File: config.mk
export PLATFORM = sky130hd
export DESIGN_NAME = sync_pair_controller
export DESIGN_NICKNAME = d
export VERILOG_FILES = /design/src/rtl/sync_pkg.sv /design/src/rtl/sync_fifo.sv /design/src/rtl/sync_pair_controller.sv
export SDC_FILE = /design/constraint.sdc
export NUM_CORES = 1
export LEC_CHECK = 0
export ABC_AREA = 0
export BUFFER_PORTS_ARGS = -buffer_cell sky130_fd_sc_hd__buf_2
export CORE_UTILIZATION = 60
export CTS_CLUSTER_SIZE = 28
export DETAILED_ROUTE_END_ITERATION = 12
export GPL_ROUTABILITY_DRIVEN = 0
export PLACE_DENSITY = 0.84
export SETUP_SLACK_MARGIN = 0.1
export SYNTH_ARGS = -nofsm -noshare
export SYNTH_HDL_FRONTEND = slang
export SYNTH_SLANG_ARGS = --single-unit
File: constraint.sdc
create_clock -name clk_25 -period 10.05 [get_ports clk_25]
set_input_delay 1.005 -clock clk_25 [delete_from_list [all_inputs] [get_ports clk_25]]
set_output_delay 1.005 -clock clk_25 [all_outputs]
set_load 0.03 [all_outputs]
File: src/rtl/sync_pkg.sv
// sync_pkg: record layout helpers and colour truncation shared by the sync pair path.
package sync_pkg;
  localparam int MAXW = 32;
  typedef logic [MAXW-1:0] word_t;
  function automatic int rec_w(int cw, int iw);
    return 2*cw + 3*iw;
  endfunction
  function automatic int pend_w(int cw, int rw, int gw, int bw);
    return 2*cw + rw + gw + bw;
  endfunction
  function automatic int x_lsb(int cw, int iw);
    return cw + 3*iw;
  endfunction
  function automatic int y_lsb(int iw);
    return 3*iw;
  endfunction
  // Keeps the ow most significant bits of an iw-bit channel.
  function automatic word_t msb_trunc(word_t v, int iw, int ow);
    return v >> (iw - ow);
  endfunction
endpackage

File: src/rtl/sync_fifo.sv
// sync_fifo: generic show-ahead synchronous FIFO with occupancy count.
module sync_fifo #(
  parameter int WIDTH = 8,
  parameter int DEPTH = 8
) (
  input  logic                     clk_25,
  input  logic                     rst_n,
  input  logic                     push,
  input  logic                     pop,
  input  logic [WIDTH-1:0]         din,
  output logic [WIDTH-1:0]         dout,
  output logic                     full,
  output logic                     empty,
  output logic [$clog2(DEPTH):0]   count
);
  localparam int AW = $clog2(DEPTH);
  localparam int NW = AW + 1;
  logic [WIDTH-1:0] mem [DEPTH];
  logic [AW-1:0] wp, rp;
  logic do_push, do_pop;
  always_comb begin
    full = count == NW'(DEPTH);
    empty = count == '0;
    do_push = push && !full;
    do_pop = pop && !empty;
    dout = mem[rp];
  end
  always_ff @(posedge clk_25) begin
    if (!rst_n) begin
      wp <= '0;
      rp <= '0;
      count <= '0;
    end else begin
      if (do_push) wp <= wp + 1'b1;
      if (do_pop) rp <= rp + 1'b1;
      count <= count + NW'(do_push) - NW'(do_pop);
    end
  end
  always_ff @(posedge clk_25) if (do_push) mem[wp] <= din;
endmodule

File: src/rtl/sync_pair_controller.sv
// sync_pair_controller: issues FIFO pixels as homography queries and pairs each return
// with its pending DVI record, flagging coordinate mismatches and orphan returns.
module sync_pair_controller
  import sync_pkg::*;
#(
  parameter int CW = 10,
  parameter int IW = 8,
  parameter int RW = 5,
  parameter int GW = 6,
  parameter int BW = 5,
  parameter int DEPTH = 8,
  parameter int CHK_EN = 1
) (
  input  logic                    clk_25,
  input  logic                    rst_n,
  input  logic [2*CW+3*IW-1:0]    fifo_q,
  input  logic                    fifo_rdempty,
  output logic                    fifo_rdreq,
  output logic [CW-1:0]           query_x,
  output logic [CW-1:0]           query_y,
  output logic                    start,
  input  logic [CW-1:0]           return_x,
  input  logic [CW-1:0]           return_y,
  input  logic [RW-1:0]           r,
  input  logic [GW-1:0]           g,
  input  logic [BW-1:0]           b,
  input  logic                    ready,
  output logic                    val,
  output logic [CW-1:0]           sync_x,
  output logic [CW-1:0]           sync_y,
  output logic [RW-1:0]           dvi_r,
  output logic [GW-1:0]           dvi_g,
  output logic [BW-1:0]           dvi_b,
  output logic [RW-1:0]           ccd_r,
  output logic [GW-1:0]           ccd_g,
  output logic [BW-1:0]           ccd_b,
  output logic [$clog2(DEPTH):0]  outstanding,
  output logic                    err_mismatch,
  output logic                    err_orphan,
  input  logic                    err_clr
);
  localparam int PW = pend_w(CW, RW, GW, BW);
  localparam int NW = $clog2(DEPTH) + 1;
  logic rd_q, pop, mis, full, empty;
  logic [NW-1:0] count;
  logic [PW-1:0] din, head;
  logic [CW-1:0] fx, fy, hx, hy;
  logic [RW-1:0] fr, hr;
  logic [GW-1:0] fg, hg;
  logic [BW-1:0] fb, hb;
  always_comb begin
    fx = fifo_q[x_lsb(CW, IW) +: CW];
    fy = fifo_q[y_lsb(IW) +: CW];
    fr = RW'(msb_trunc(MAXW'(fifo_q[2*IW +: IW]), IW, RW));
    fg = GW'(msb_trunc(MAXW'(fifo_q[IW +: IW]), IW, GW));
    fb = BW'(msb_trunc(MAXW'(fifo_q[0 +: IW]), IW, BW));
    din = {fx, fy, fr, fg, fb};
    {hx, hy, hr, hg, hb} = head;
    pop = ready && !empty;
    mis = CHK_EN != 0 && (hx != return_x || hy != return_y);
    fifo_rdreq = rst_n && !fifo_rdempty && outstanding < NW'(DEPTH);
  end
  sync_fifo #(.WIDTH(PW), .DEPTH(DEPTH)) u_pend (
    .clk_25, .rst_n, .push(rd_q), .pop, .din, .dout(head), .full, .empty, .count
  );
  // Credits count reads in flight as well as pending entries, so the queue cannot overflow.
  always_ff @(posedge clk_25) begin
    if (!rst_n) begin
      rd_q <= 1'b0;
      start <= 1'b0;
      query_x <= '0;
      query_y <= '0;
      val <= 1'b0;
      sync_x <= '0;
      sync_y <= '0;
      dvi_r <= '0;
      dvi_g <= '0;
      dvi_b <= '0;
      ccd_r <= '0;
      ccd_g <= '0;
      ccd_b <= '0;
      outstanding <= '0;
      err_mismatch <= 1'b0;
      err_orphan <= 1'b0;
    end else begin
      rd_q <= fifo_rdreq;
      start <= rd_q;
      if (rd_q) {query_x, query_y} <= {fx, fy};
      val <= pop;
      if (pop) {sync_x, sync_y, dvi_r, dvi_g, dvi_b, ccd_r, ccd_g, ccd_b} <= {head, r, g, b};
      outstanding <= outstanding + NW'(fifo_rdreq) - NW'(pop);
      err_mismatch <= (err_mismatch && !err_clr) || (pop && mis);
      err_orphan <= (err_orphan && !err_clr) || (ready && empty);
    end
  end
  assert property (@(posedge clk_25) disable iff (!rst_n) !(rd_q && full));
  assert property (@(posedge clk_25) disable iff (!rst_n) outstanding == count + NW'(rd_q));
endmodule

==> results.toml <==
[worst_setup_path]
slowest_delay_ns = 0.70
path_buf_inv = 1
cp.required_ns = 10.42
path_class = "reg -> reg"
arrival_ns = 3.92
critPathTopFamily = "multiplexers"
cp_slowest_cell = "dfxtp_4"
crit_chain = "buf_4 > mux4_1 > mux2i_1 > xor2_1 > o2111ai_1 > nor4_1 > a31oi_1"
endpoint_kind = "register"
crit_fanout = 45
critPathLaunchType = "register"

[grt]
antenna_found_initial = 2
grt_pass1_vias = 8222
grt_max_degree = 94
grt_use_total_pct = 24.79
grt_pass1_wl_mm = 46.91
grt_overflow = 0

[cts]
htreeDepth = 2
cts.sinks = 382
worst_skew_pair.late_latency_ns = 0.52
clockRootBuffer = "clkbuf_16"
cts_setup_buffers = 0
cts_resized = 0
clk_pin_slew_ns = 0.06
tritoncts = "done"
cts_buffers = 37
clock_path_buffers = 3
ctsHoldBuffers = 0

[placement]
post-dp-hpwl_mm = 17.12
dp_cells = 1305
io_buffers = 157
placed_area_um2 = 15880

[synthesis]
ys.flop_type = "edfxtp_1"
synth_edf_count = 288
yosysWarningCount = 0
synth.area.top_cells = "edfxtp_1, dfxtp_1, mux4_2, mux2i_1, nand2_1"
seq_area_frac_synth_pct = 71.38
ys_types = 45
syn_inst = 854
yosys.area.top_type = "edfxtp_1"
async_flop_share_pct = 0
synth_area_per_cell_um2 = 17.27
syn_nets = 953
ys_seq_elements = 382
netlist_area_um2 = 14750
synth.top_cell.area_share_pct = 58.63

[cells_and_area]
layout-drive-gt1-share_pct = 28.31
nets = 1119
multi_input_area_um2 = 3974
layout_common_cells = "edfxtp_1, buf_2, dfxtp_1"
postLayoutCellArea_um2 = 17100
regArea_um2 = 10540
area_growth_pct = 15.91
nFillCells = 1462
final_cells = 1375
final_common_cell = "edfxtp_1"

[timing]
grt_setup_unrepaired = "false"
slew_headroom_pct = 22.00
max_freq_mhz = 281.6
period_share_pct = 35.33
fin_crit_ns = 3.551
hold_viol_final = 0
drv_slew = 0
skew_ns = 0.01507
finalSetupTns_ns = 0
tightest_slew_ns = 1.164
setup_viol = 0

[routing]
routed_wirelength_mm = 30.58
met1_length_mm = 12.22
route.met3.wl_mm = 2.142
vias = 8089
routedWlPerCell_um = 22.24
routed.top_layer = "met4"
drtAntennaViolNets = 0
drtIter0Drc = 650
drc = 0
drtPass1Iterations = 9
wl_met2_mm = 15.23
viasPerCell = 5.883

[floorplanning]
die_y_um = 158.8
io_pins = 166
die_x_um = 158.8
dieArea_um2 = 25220
coreArea_um2 = 24250
start_util_pct = 60.84
rows = 57

[power_and_ir_drop]
p_leak_nw = 6.223
p_per_area_nw_per_um2 = 246.8
irDropWorstVdd_mv = 0.1626

[worst_hold_path]
hp-class = "reg -> reg"
hold_path.startpoint = "ccd_g[1]"

[run]
maxCapViolCount = 0

[status]
status = "finished, final reports clean"
synth_stat cells, types with 2 or more instances:
cell type and count:
nor3_1 2, buf_4 4, clkbuf_1 23, mux4_1 5
a21oi_1 6, o21ai_0 8, nor2_1 11, a21boi_0 20
ha_1 12, a22oi_1 6, edfxtp_1 288, mux4_2 53
buf_2 13, nor3b_1 4, buf_6 3, xnor2_1 11
nor2b_1 27, xor2_1 14, mux2i_1 78, a21o_1 2
o211a_1 27, a221oi_1 2, nand2b_1 5, and3_1 3
nor4_1 2, inv_1 15, fa_1 2, nand2_1 78
and2_1 17, buf_1 2, dfxtp_1 94, a22o_1 4
stage by stage:
stage               power (mW)  hold slack (ns)  utilization (%)  setup WS (ns)
floorplan                2.628           0.4666                -          6.077
global placement         2.843           0.4496            65.51          6.424
detailed placement       2.879           0.4588            65.51          6.369
CTS                      4.240           0.4664            70.50          6.474
global route             4.384           0.4954            70.52          6.332
finish                   4.220           0.4631            70.52          6.499
cell type report:
type | count | area share (%)
Sequential cell | 382 | 61.63
Multi-Input combinational cell | 410 | 23.24
Clock buffer | 49 | 6.227
Timing Repair Buffer | 173 | 5.298
Tap cell | 324 | 2.371
Clock inverter | 19 | 0.8488
Inverter | 16 | 0.3512
Antenna cell | 2 | 0.02927
where the power goes:
group | switching (mW) | internal (mW) | total (mW)
Clock | 0.561 | 0.800 | 1.36
Sequential | 0.0802 | 1.82 | 1.90
Combinational | 0.580 | 0.380 | 0.960
worst paths after layout:
kind | end | slack [ns] | cells after the start
worst max-delay path | err_mismatch | 6.50 | 7
worst min-delay path | ccd_g[1] | 0.46 | 2
worst max register to register | err_mismatch | 6.50 | 7
worst min register to register | ccd_g[1] | 0.46 | 2
registers in the layout (all words and copies together) (netlist names), named ones only:
name / cells
val: 1
query_y: 10
sync_y: 10
u_pend.count: 4
start: 1
dvi_b: 5
dvi_r: 5
rd_q: 1
err_orphan: 1
u_pend.mem: 288
u_pend.wp: 3
ccd_r: 5
u_pend.rp: 3
query_x: 10
outstanding: 4
ccd_b: 5
sync_x: 10
err_mismatch: 1
dvi_g: 6
ccd_g: 6
layer usage:
layer | track usage [%] | vias up
met2 | 41.83 | 407
met4 | 10.46 | 0
li1 | - | 3601
met3 | 4.389 | 86
met1 | 31.82 | 3995
met5 | 0 | -
tightest hold or removal path, cell delays in order (launching register included):
cell and delay [ns]:
dfxtp_1 0.30, nand2_1 0.04, a21boi_0 0.07
cell families after synthesis:
| logic type | Yosys count | share of synthesized area [%] |
|---|---|---|
| flops | 382 | 71.38 |
| simple gates | 153 | 5.038 |
| mux | 136 | 14.27 |
| compound gates | 82 | 4.478 |
| buf+inv | 62 | 2.053 |
| xor+xnor | 25 | 1.484 |
| fa+ha+maj | 14 | 1.289 |
Power figures use the tool's default switching activity.
